[src/rtl/sysp_icb_arb.sv]
// Two-master to one-slave ICB arbiter, one outstanding transaction, round-robin grant.
// Optional read-response timeout enabled by defining SYSP_ARB_TIMEOUT_EN.
module sysp_icb_arb #(
    parameter int unsigned TIMEOUT_CYC = 255
) (
    input  logic        clk,
    input  logic        rst_n,

    input  logic        m0_icb_cmd_valid,
    output logic        m0_icb_cmd_ready,
    input  logic [31:0] m0_icb_cmd_addr,
    input  logic        m0_icb_cmd_read,
    input  logic [31:0] m0_icb_cmd_wdata,
    input  logic [3:0]  m0_icb_cmd_wmask,
    output logic        m0_icb_rsp_valid,
    input  logic        m0_icb_rsp_ready,
    output logic        m0_icb_rsp_err,
    output logic [31:0] m0_icb_rsp_rdata,

    input  logic        m1_icb_cmd_valid,
    output logic        m1_icb_cmd_ready,
    input  logic [31:0] m1_icb_cmd_addr,
    input  logic        m1_icb_cmd_read,
    input  logic [31:0] m1_icb_cmd_wdata,
    input  logic [3:0]  m1_icb_cmd_wmask,
    output logic        m1_icb_rsp_valid,
    input  logic        m1_icb_rsp_ready,
    output logic        m1_icb_rsp_err,
    output logic [31:0] m1_icb_rsp_rdata,

    output logic        s_icb_cmd_valid,
    input  logic        s_icb_cmd_ready,
    output logic [31:0] s_icb_cmd_addr,
    output logic        s_icb_cmd_read,
    output logic [31:0] s_icb_cmd_wdata,
    output logic [3:0]  s_icb_cmd_wmask,
    input  logic        s_icb_rsp_valid,
    output logic        s_icb_rsp_ready,
    input  logic        s_icb_rsp_err,
    input  logic [31:0] s_icb_rsp_rdata
);

    typedef enum logic [1:0] {
        IDLE   = 2'd0,
        WAIT_R = 2'd1,
        WRSP   = 2'd2
    } state_t;

    if (TIMEOUT_CYC < 1 || TIMEOUT_CYC > 255) begin : g_timeout_range
        $error("TIMEOUT_CYC must be in 1..255");
    end

    state_t      state, state_nxt;
    logic        last_grant;
    logic        owner;
    logic        gnt;
    logic        any_valid;
    logic        cmd_hs;
    logic        owner_rsp_ready;
    logic        rsp_valid;
    logic        rsp_err;
    logic [31:0] rsp_rdata;
    logic        rsp_done;
    logic        err_rsp;

`ifdef SYSP_ARB_TIMEOUT_EN
    logic [7:0]  to_cnt;
    logic        to_hit;

    // Once the timeout fires the error response is held until accepted, even if the slave answers late.
    always_comb begin
        err_rsp = (state == WAIT_R) &&
                  (to_hit || (!s_icb_rsp_valid && (to_cnt == 8'(TIMEOUT_CYC - 1))));
    end

    always_ff @(posedge clk or negedge rst_n) begin
        if (!rst_n) begin
            to_cnt <= '0;
            to_hit <= 1'b0;
        end else if (state != WAIT_R) begin
            to_cnt <= '0;
            to_hit <= 1'b0;
        end else begin
            to_hit <= err_rsp;
            if (!err_rsp && !s_icb_rsp_valid) begin
                to_cnt <= to_cnt + 8'd1;
            end
        end
    end
`else
    always_comb begin
        err_rsp = 1'b0;
    end
`endif

    always_comb begin
        any_valid = m0_icb_cmd_valid | m1_icb_cmd_valid;
        gnt       = (m0_icb_cmd_valid & m1_icb_cmd_valid) ? ~last_grant : m1_icb_cmd_valid;

        s_icb_cmd_valid = (state == IDLE) & any_valid;
        s_icb_cmd_addr  = gnt ? m1_icb_cmd_addr  : m0_icb_cmd_addr;
        s_icb_cmd_read  = gnt ? m1_icb_cmd_read  : m0_icb_cmd_read;
        s_icb_cmd_wdata = gnt ? m1_icb_cmd_wdata : m0_icb_cmd_wdata;
        s_icb_cmd_wmask = gnt ? m1_icb_cmd_wmask : m0_icb_cmd_wmask;

        m0_icb_cmd_ready = s_icb_cmd_valid & ~gnt & s_icb_cmd_ready;
        m1_icb_cmd_ready = s_icb_cmd_valid &  gnt & s_icb_cmd_ready;
        cmd_hs           = s_icb_cmd_valid & s_icb_cmd_ready;
    end

    always_comb begin
        owner_rsp_ready = owner ? m1_icb_rsp_ready : m0_icb_rsp_ready;
        rsp_valid       = 1'b0;
        rsp_err         = 1'b0;
        rsp_rdata       = '0;
        rsp_done        = 1'b0;
        s_icb_rsp_ready = 1'b1;
        state_nxt       = state;

        case (state)
            IDLE: begin
                if (cmd_hs) begin
                    state_nxt = s_icb_cmd_read ? WAIT_R : WRSP;
                end
            end
            WAIT_R: begin
                if (err_rsp) begin
                    rsp_valid = 1'b1;
                    rsp_err   = 1'b1;
                    rsp_done  = owner_rsp_ready;
                end else begin
                    rsp_valid       = s_icb_rsp_valid;
                    rsp_err         = s_icb_rsp_err;
                    rsp_rdata       = s_icb_rsp_rdata;
                    s_icb_rsp_ready = owner_rsp_ready;
                    rsp_done        = s_icb_rsp_valid & owner_rsp_ready;
                end
                if (rsp_done) begin
                    state_nxt = IDLE;
                end
            end
            WRSP: begin
                // The slave never answers writes, so the arbiter completes them itself.
                rsp_valid = 1'b1;
                rsp_done  = owner_rsp_ready;
                if (rsp_done) begin
                    state_nxt = IDLE;
                end
            end
            default: state_nxt = IDLE;
        endcase

        m0_icb_rsp_valid = rsp_valid & ~owner;
        m0_icb_rsp_err   = rsp_err   & ~owner;
        m0_icb_rsp_rdata = owner ? '0 : rsp_rdata;
        m1_icb_rsp_valid = rsp_valid &  owner;
        m1_icb_rsp_err   = rsp_err   &  owner;
        m1_icb_rsp_rdata = owner ? rsp_rdata : '0;
    end

    always_ff @(posedge clk or negedge rst_n) begin
        if (!rst_n) begin
            state      <= IDLE;
            last_grant <= 1'b1;
            owner      <= 1'b0;
        end else begin
            state <= state_nxt;
            if (cmd_hs) begin
                owner      <= gnt;
                last_grant <= gnt;
            end
        end
    end

endmodule

[config.mk]
export PLATFORM = sky130hd
export DESIGN_NAME = sysp_icb_arb
export DESIGN_NICKNAME = d
export VERILOG_FILES = /design/src/rtl/sysp_icb_arb.sv
export SDC_FILE = /design/constraint.sdc
export NUM_CORES = 1
export LEC_CHECK = 0
export CAP_MARGIN = 20
export CORE_AREA = 5 5 121 123
export DETAILED_ROUTE_END_ITERATION = 7
export DIE_AREA = 0 0 126 128
export SKIP_LAST_GASP = 1
export SYNTH_ARGS = -nofsm -noshare
export SYNTH_HDL_FRONTEND = slang
export SYNTH_SLANG_ARGS = --single-unit
[constraint.sdc]
create_clock -name clk -period 2.1 [get_ports clk]
set_input_delay 0.315 -clock clk [delete_from_list [all_inputs] [get_ports clk]]
set_output_delay 0.315 -clock clk [all_outputs]
set_load 0.02 [all_outputs]
==> Yosys cells after proc, flatten, opt, wreduce, memory -nomap -nowiden <==
Cells that the tools add are included.
{ "classes": {"n_eq_ne": 5, "mux": 18, "n_bitwise": 16, "n_reduce_logical": 2} }
{ "op_table": {"columns": ["cell", "n"], "rows": [
  ["2-to-1 mux 32 bit", 5],
  ["AND 1 bit", 12],
  ["2-to-1 mux 2 bit", 4],
  ["2-to-1 mux 1 bit", 6],
  ["inequality test 2 bit, second input constant", 3],
  ["one-hot mux 2 bit (3 select lines)", 1],
  ["2-to-1 mux 4 bit", 1],
  ["NOT 1 bit", 3],
  ["AND reduction 3 bit", 1],
  ["== test 2 x 1 -> 1 bit, second input constant", 1],
  ["== test 2 bit, second input constant", 1],
  ["logical NOT 2 bit", 1],
  ["one-hot mux 1 bit (2 select lines)", 1],
  ["bitwise OR 1 bit", 1]
]} }
{ "totals": {"regBits": 4, "output_inout_bits": 141, "word_cells": 44} }

==> Depth between registers and ports, before layout <==
Gate-level depths: netlist of the first run.
{ "logic_depth": {"word_depth": 6, "ltp_mapped": 6} }

==> Worst setup path after synthesis of the first run <==
Ideal clock, no wire load.
{ "synth_path": {"path_kind": "reg2out", "start": "register state[1]", "end": "output m0_icb_rsp_valid", "arrival_ns": 1.431, "setup_slack_ns": 0.354, "path_stages_with_launch": 6, "path_cell_list": "dfrtp_1 > inv_1 > ha_1 > clkbuf_1 > a21oi_1 > nor3b_1"} }
{ "synth_via": {"elab_chain_len": 3, "elab_cells_between_ends": 4} }
{ "synth_lines": {"columns": ["item", "line_no", "rtl"], "rows": [
  ["start, declared", "53", "state_t state, state_nxt;"],
  ["start signal, assigned", "167", "state <= state_nxt;"],
  ["== test 2 bit or == test 2 x 1 -> 1 bit (tied branches)", null, null],
  ["one-hot mux 1 bit (2 select lines) (*)", "120", "case (state)"],
  ["AND 1 bit (*)", "153", "m0_icb_rsp_valid = rsp_valid & ~owner;"],
  ["end, declared", "15", "output logic m0_icb_rsp_valid,"]
]} }
Mark *: on every way between the ends. The rest lies on a longest branch, timed or not.

==> Final worst setup path of the first run <==
{ "layout_path": {"start": "register last_grant", "end": "output s_icb_cmd_read"} }
{ "layout_via": {"elab_chain_len": 3} }
{ "layout_lines": {"columns": ["item", "line_no", "rtl"], "rows": [
  ["start, declared", "54", "logic last_grant;"],
  ["start signal, assigned", "170", "last_grant <= gnt;"],
  ["NOT 1 bit", "98", "gnt = (m0_icb_cmd_valid & m1_icb_cmd_valid) ? ~last_grant : m1_icb_cmd_valid;"],
  ["2-to-1 mux 1 bit", "98", null],
  ["2-to-1 mux 1 bit", "102", "s_icb_cmd_read = gnt ? m1_icb_cmd_read : m0_icb_cmd_read;"],
  ["end, declared", "34", "output logic s_icb_cmd_read,"]
]} }
Every way passes these cells.

==> results of run 1 <==
synthesized netlist by cell type, drive strengths merged:
master / n / area [µm²]
mux2: 69 / 781
and3: 34 / 218
and2: 32 / 200
clkbuf: 10 / 37.5
buf: 8 / 78.8
inv: 4 / 15.0
nand2: 4 / 15.0
dfrtp: 3 / 75.1
ha: 3 / 37.5
a21o: 2 / 15.0
nor2: 2 / 7.51
o2bb2ai: 2 / 17.5
a21boi: 1 / 18.8
a21oi: 1 / 5.00
and2b: 1 / 7.51
and3b: 1 / 8.76
dfstp: 1 / 26.3
mux2i: 1 / 10.0
nand3: 1 / 5.00
nand4: 1 / 6.26
nor3b: 1 / 7.51
o211ai: 1 / 7.51
o21a: 1 / 7.51
o21ai: 1 / 5.00
cells in the final DEF (no fill, tap or decap), types with 4 or more instances in the layout:
cell type	n
clkbuf_2	55
and3_1	33
mux2_2	67
buf_2	41
buf_16	4
clkdlybuf4s50_1	177
dlygate4sd2_1	20
buf_4	16
inv_1	4
and2_1	32
dlymetal6s2s_1	20
buf_12	4
nand2_1	4
sequential cells by signal, indices dropped and copies added, names as in the netlist:
register	flops
state	2
last_grant	1
owner	1
worst max-delay path, stage by stage (launching register included):
cell	delay (ns)
dfstp_2	0.56
a21boi_4	0.07
buf_4	0.14
buf_12	0.12
buf_16	0.15
mux2_4	0.31
buf_2	0.17
worst max path at each step:
stage / start / endpoint / slack, ns / cells after the start
after floorplan: state[1]$_DFFE_PN0P_ / m0_icb_rsp_valid / 0.35 / 5
after global placement: m1_icb_cmd_valid / s_icb_cmd_wdata[28] / -0.49 / 5
after detailed placement: m1_icb_cmd_valid / s_icb_cmd_wdata[28] / -0.49 / 5
after CTS: state[1]$_DFFE_PN0P_ / m1_icb_rsp_rdata[1] / -0.17 / 5
after global routing: m0_icb_cmd_valid / s_icb_cmd_wdata[8] / 0.004 / 6
final: last_grant$_DFFE_PN1P_ / s_icb_cmd_read / 0.05 / 6
area by class of cell:
class | instances | area [µm²] | area share
Timing Repair Buffer | 344 | 3070 | 0.629
Inverter | 4 | 15.0 | 0.00308
Multi-Input combinational cell | 159 | 1390 | 0.285
Sequential cell | 4 | 101 | 0.0208
Clock buffer | 4 | 78.8 | 0.0162
Tap cell | 180 | 225 | 0.0462
power breakdown:
group | internal [mW] | switching (mW) | leakage [nW]
clock network | 0.251 | 0.0535 | 0.0382
registers | 0.115 | 0.0387 | 0.0492
logic | 1.16 | 1.17 | 2.56
total | 1.52 | 1.26 | 2.65
cells by family after synthesis:
family                     after synthesis  share of synthesized area
and+or+nand+nor                         77                      0.295
muxes                                   70                      0.490
buffers and inverters                   22                     0.0815
AOI/OAI and AO/OA                        9                     0.0473
DFF                                      4                     0.0628
adders and majority gates                3                     0.0233
metal layers:
layer	vias to the layer above	share of wire	track usage
met5	-	0	0
met4	0	0.015	0.0246
met3	12	0.094	0.0467
met2	162	0.55	0.264
met1	1241	0.34	0.133
li1	1323	-	-
what timing repair did:
item | CTS | global route
pin swaps | 1 | 1
setup buffers | 5 | 0
setup endpoints to repair | 139 | 92
resized for setup | 253 | 146
cloned | 4 | 0
==> impl_metrics.py, run 1 <==
metrics = {
    "placement": {
        "placed_instance_count": 682,
        "dp_slack_ns": -0.492,
        "place.port_buffers": 319,
        "detailed_place.area_um2": 5060,
        "gp_congestion": 0.822,
        "detailed_place_hpwl_um": 10200,
    },
    "final_layout": {
        "finish.net_count": 698,
        "antennaDiodeCount": 0,
        "layout_fillers": 1453,
        "finish.utilization": 0.360,
        "layout-drive-gt1-share": 0.392,
        "fin_cells": 695,
        "areaGrowthSynthToFinish_pct": 202,
        "area_of_all_placed_cells_without_fillers_um2": 4880,
    },
    "cts": {
        "max_buffers_root_to_sink": 2,
        "cts_inserted_buffers": 3,
        "clock_tree.root_cell": "clkbuf_16",
        "clkTransAtPathRegs_ns": 0.03,
        "cts_tree": "yes",
        "cts.sinks": 4,
        "clk_latency_ns": 0.22,
        "cts.hold.buffers_added": 0,
        "htree_num_levels": 1,
    },
    "routing": {
        "detail_route.iter0.violations": 53,
        "post_drt_wl_per_cell_um": 17.2,
        "viasPerCell": 3.94,
        "detail_route.wirelength_um": 11900,
        "postRouteAntennaNets": 0,
        "dr_total_vias": 2738,
        "post-route-drc-count": 0,
        "drt_pre_antenna_iters": 4,
    },
    "critical_path": {
        "reg2reg_path_depth": 8,
        "crit_path_end_kind": "output pin",
        "crit_fanout": 20,
        "cp_data_arrival_time_ns": 1.74,
        "regToRegEndpoint": "state[0]$_DFFE_PN0P_",
        "timing.reg2reg.setup_slack_ns": 0.40,
        "worst_r2r_startpoint": "last_grant$_DFFE_PN1P_",
        "timing.setup.critical_path_class": "flip-flop to output pin",
        "cp.required_ns": 1.78,
        "startpoint_class": "flip-flop",
    },
    "global_route": {
        "first_global_vias": 3009,
        "grt_first_pass_wirelength_um": 17000,
        "grt_max_degree": 35,
        "antenna_found_initial": 0,
        "globalRoute.totalOverflow": 0,
        "global_route.usage.total": 0.133,
    },
    "floorplan": {
        "top_level_ports": 320,
        "num_rows": 43,
        "fp.dieW_um": 126,
        "design.core.area_um2": 13600,
        "floorplan.initialDensity": 0.119,
        "die_h_um": 128,
        "fp.dieArea_um2": 16100,
    },
    "pwr": {
        "p_total_mw": 2.79,
        "power_density_of_the_placed_cells_nw_per_um2": 572,
        "vdd.ir_drop.worst_mv": 0.236,
        "power.static_leakage_nw": 2.65,
    },
    "sta": {
        "setup-tns-final_ns": 0,
        "period_share": 0.978,
        "setup_repair_after_global_routing_missed_its_margin": "false",
        "skew_ns": 0.00183,
        "max_freq_mhz": 487,
        "worst_slew_margin_rel": 0.785,
        "finalHoldViolCount": 0,
        "hold_ws_ns": 0.301,
        "slew_viol_final": 0,
        "tightestPinTransition_ns": 0.319,
        "fin_crit_ns": 2.05,
        "setup-violations-final": 0,
        "worst_slack_ns": 0.0457,
    },
    "synthesis": {
        "synth.net_count": 367,
        "synthesis.yosys.warnings": 0,
        "syn_inst": 185,
        "seq_area_frac_synth": 0.0628,
        "syn-cell-area_um2": 1610,
        "ys_ff_latch": 4,
        "synth_cell_type_count": 27,
        "synth_area_per_cell_um2": 8.72,
    },
    "job": {
        "max_cap_viol_count": 0,
    },
    "worst_hold_path": {
        "hp-class": "primary input to async pin",
    },
    "outcome": {
        "run_status": "finished, final reports clean",
    },
}
(Power assumes the default switching activity.)
==> run 2: changes to the inputs <==
--- a/config.mk
+++ b/config.mk
@@ -5,6 +5,7 @@
 export SDC_FILE = /design/constraint.sdc
 export NUM_CORES = 1
 export LEC_CHECK = 0
+export ABC_AREA = 1
 export CAP_MARGIN = 20
 export CORE_AREA = 5 5 121 123
 export DETAILED_ROUTE_END_ITERATION = 7
==> run 2 against run 1 <==
  * Wire length rose by 1.3%
  * Final cell count rose by 28%
  * Register-to-register slack improved by 0.28 ns
  * Combinational power rose by 18%
  * Flip-flop and latch count did not move
  * Setup slack improved by 0.0058 ns
  * Worst hold slack barely moved
  * Largest power group unchanged
  * Highest routed layer unchanged
==> impl_metrics.py, run 2 <==
metrics = {
    "critical_path": {
        "cp.required_ns": 1.78,
        "timing.setup.critical_path_class": "primary input to output pin",
        "startpoint_class": "primary input",
        "cp_data_arrival_time_ns": 1.73,
        "crit_path_end_kind": "output pin",
        "crit_fanout": 27,
        "reg2reg_path_depth": 8,
    },
    "synthesis": {
        "synth_cell_count_leaders": "220 x nand2_1, 66 x nor3_1, 41 x inv_1",
        "synthSimpleGateAreaFrac": 0.717,
        "synth_xor_area_frac": 0,
        "adder_cell_share_of_the_synthesized_area": 0.0221,
        "synth_cell_type_count": 20,
        "synth_top_cells_by_area": "nand2_1 49%, nor3_1 19%, inv_1 9.1%",
        "synth_flop_cell": "dfrtp_1",
        "compound_gate_fraction_of_synth_area": 0.0191,
        "synth_area_per_cell_um2": 4.43,
        "synth_top_family_by_area": "simple AND/OR/NAND/NOR gates",
        "netlist.top_cell.by_area": "nand2_1",
        "synth.top_cell.area_share": 0.486,
        "syn-cell-area_um2": 1700,
        "ys_ff_latch": 4,
        "synth_enable_flop_cells": 0,
        "synthesis.yosys.warnings": 0,
        "seq_area_frac_synth": 0.0596,
        "synth_async_sr_flop_share": 1.00,
        "synth.net_count": 566,
        "syn_inst": 384,
        "synth.most_common_cell": "nand2_1",
        "post_synth_mux_area_share": 0,
    },
    "sta": {
        "fin_crit_ns": 2.05,
        "finalHoldViolCount": 0,
        "worst_slew_margin_rel": 0.751,
        "worst_slack_ns": 0.0515,
        "setup_repair_after_global_routing_missed_its_margin": "true",
        "tightestPinTransition_ns": 0.373,
        "setup-tns-final_ns": 0,
        "hold_ws_ns": 0.300,
        "skew_ns": 0.000705,
        "max_freq_mhz": 488,
        "slew_viol_final": 0,
        "setup-violations-final": 0,
        "period_share": 0.975,
    },
    "routing": {
        "post_drt_wl_per_cell_um": 13.6,
        "dr_total_vias": 3354,
        "drt_pre_antenna_iters": 4,
        "viasPerCell": 3.76,
        "detail_route.wirelength_um": 12100,
        "postRouteAntennaNets": 0,
        "detail_route.iter0.violations": 155,
        "post-route-drc-count": 0,
    },
    "global_route": {
        "global_route.usage.total": 0.138,
        "global_route_track_usage_on_met2": 0.252,
        "grt_first_pass_wirelength_um": 17900,
        "first_global_vias": 3365,
        "global_route.usage.met3": 0.0496,
        "antenna_found_initial": 0,
        "grt_max_degree": 56,
        "globalRoute.totalOverflow": 0,
        "grt_use_met1": 0.152,
        "busiest_layer": "met2",
    },
    "job": {
        "max_cap_viol_count": 0,
    },
    "pwr": {
        "vdd.ir_drop.worst_mv": 0.199,
        "cell_internal_pwr_mw": 1.49,
        "p_switching_mw": 1.70,
        "power.share.sequential": 0.047,
        "power_density_of_the_placed_cells_nw_per_um2": 647,
        "power.static_leakage_nw": 2.72,
        "comb_power_share": 0.857,
        "power.clock.fraction": 0.096,
        "power.switching_fraction": 0.532,
    },
    "final_layout": {
        "layout_commonest_cell": "nand2_1",
        "flip_flop_count_of_the_largest_register_after_layout": 2,
        "layout-drive-gt1-share": 0.186,
        "layout_fillers": 1549,
        "reg_top3": "state (2), last_grant (1), owner (1)",
        "areaGrowthSynthToFinish_pct": 191,
        "finish.net_count": 894,
        "mostFrequentLayoutCells": "219 x nand2_1, 179 x clkdlybuf4s50_1, 64 x nor3_1",
        "area_of_all_placed_cells_without_fillers_um2": 4940,
        "antennaDiodeCount": 0,
        "largest-register": "state",
    },
    "outcome": {
        "run_status": "finished, final reports clean",
    },
    "floorplan": {
        "num_rows": 43,
        "design.core.area_um2": 13600,
        "top_level_ports": 320,
        "die_h_um": 128,
        "fp.dieW_um": 126,
        "floorplan.initialDensity": 0.125,
        "fp.dieArea_um2": 16100,
    },
    "cts": {
        "cts_tree": "yes",
        "max_buffers_root_to_sink": 2,
        "clock_tree.root_cell": "clkbuf_16",
        "cts.hold.buffers_added": 0,
        "clkTransAtPathRegs_ns": 0.03,
        "cts_inserted_buffers": 3,
        "cts.sinks": 4,
        "htree_num_levels": 1,
        "clk_latency_ns": 0.23,
    },
    "worst_hold_path": {
        "hp-class": "primary input to async pin",
    },
    "placement": {
        "detailed_place.area_um2": 5220,
        "dp_slack_ns": -0.338,
        "place.port_buffers": 319,
        "detailed_place_hpwl_um": 10300,
        "gp_congestion": 0.846,
    },
}
-- run 2: cell count changes after synthesis, moves of 3 or more --
cell,delta
buf_2,+21
buf_6,-3
nand3_1,+3
and2_1,-32
nand2_1,+216
buf_4,-3
and3_1,-33
mux2_2,-68
clkbuf_1,-6
inv_1,+37
nor3_1,+66
nor2_1,+6
-- run 2: metal layers --
| layer | wire [µm] | share of wire |
|---|---|---|
| met1 | 4620 | 0.38 |
| met2 | 6270 | 0.52 |
| met3 | 977 | 0.081 |
| met4 | 233 | 0.019 |
| met5 | 0 | 0 |
-- run 2: layout make-up --
class / count / area (µm²) / area share
multi-input cells: 309 / 1310 / 0.264
inverters: 43 / 166 / 0.0337
flip-flops and latches: 4 / 101 / 0.0205
well taps: 180 / 225 / 0.0456
repair buffers: 351 / 3060 / 0.620
clock buffers: 4 / 78.8 / 0.0160
-- run 2: cells by family after synthesis --
group / after synthesis
simple gates: 300
buf+inv: 71
compound gates: 6
flops: 4
fa+ha+maj: 3
-- run 2: what timing repair did --
item	CTS	global route
cloned	1	0
gates resized for setup	214	157
setup buffers	1	4
pin swaps	1	1
endpoints found under the setup margin	139	139
-- run 2: path summary, 6_finish.rpt --
path / start / slack, ns / endpoint
min: rst_n / 0.30 / state[0]$_DFFE_PN0P_
max: m1_icb_cmd_valid / 0.05 / s_icb_cmd_addr[11]
min reg2reg: last_grant$_DFFE_PN1P_ / 0.48 / last_grant$_DFFE_PN1P_
min in group clk: last_grant$_DFFE_PN1P_ / 0.48 / last_grant$_DFFE_PN1P_
max in group asynchronous: rst_n / 1.56 / last_grant$_DFFE_PN1P_
max reg2reg: last_grant$_DFFE_PN1P_ / 0.68 / owner$_DFFE_PN0P_
-- run 2: stage by stage --
stage	total power [mW]	cells	utilization
after global placement	3.22	882	0.385
after detailed placement	3.21	882	0.385
final	3.19	891	0.364
after floorplan	1.63	384	-
after CTS	3.29	888	0.382
after global routing	3.46	891	0.364
-- run 2: worst max-delay path, stage by stage --
cell and delay [ns]:
clkdlybuf4s50_1 0.54, nand2_4 0.08, buf_4 0.14, inv_4 0.09, buf_12 0.17, nand2_1 0.08, nand2_1 0.06, clkdlybuf4s15_2 0.25
-- run 2: power groups by stage --
stage / Combinational [mW] / Sequential, mW / Clock, mW
after floorplan: 1.50 / 0.133 / 0
after global placement: 3.07 / 0.149 / 0
after detailed placement: 3.06 / 0.148 / 0
after CTS: 2.83 / 0.148 / 0.313
after global routing: 2.99 / 0.153 / 0.320
final: 2.74 / 0.150 / 0.307
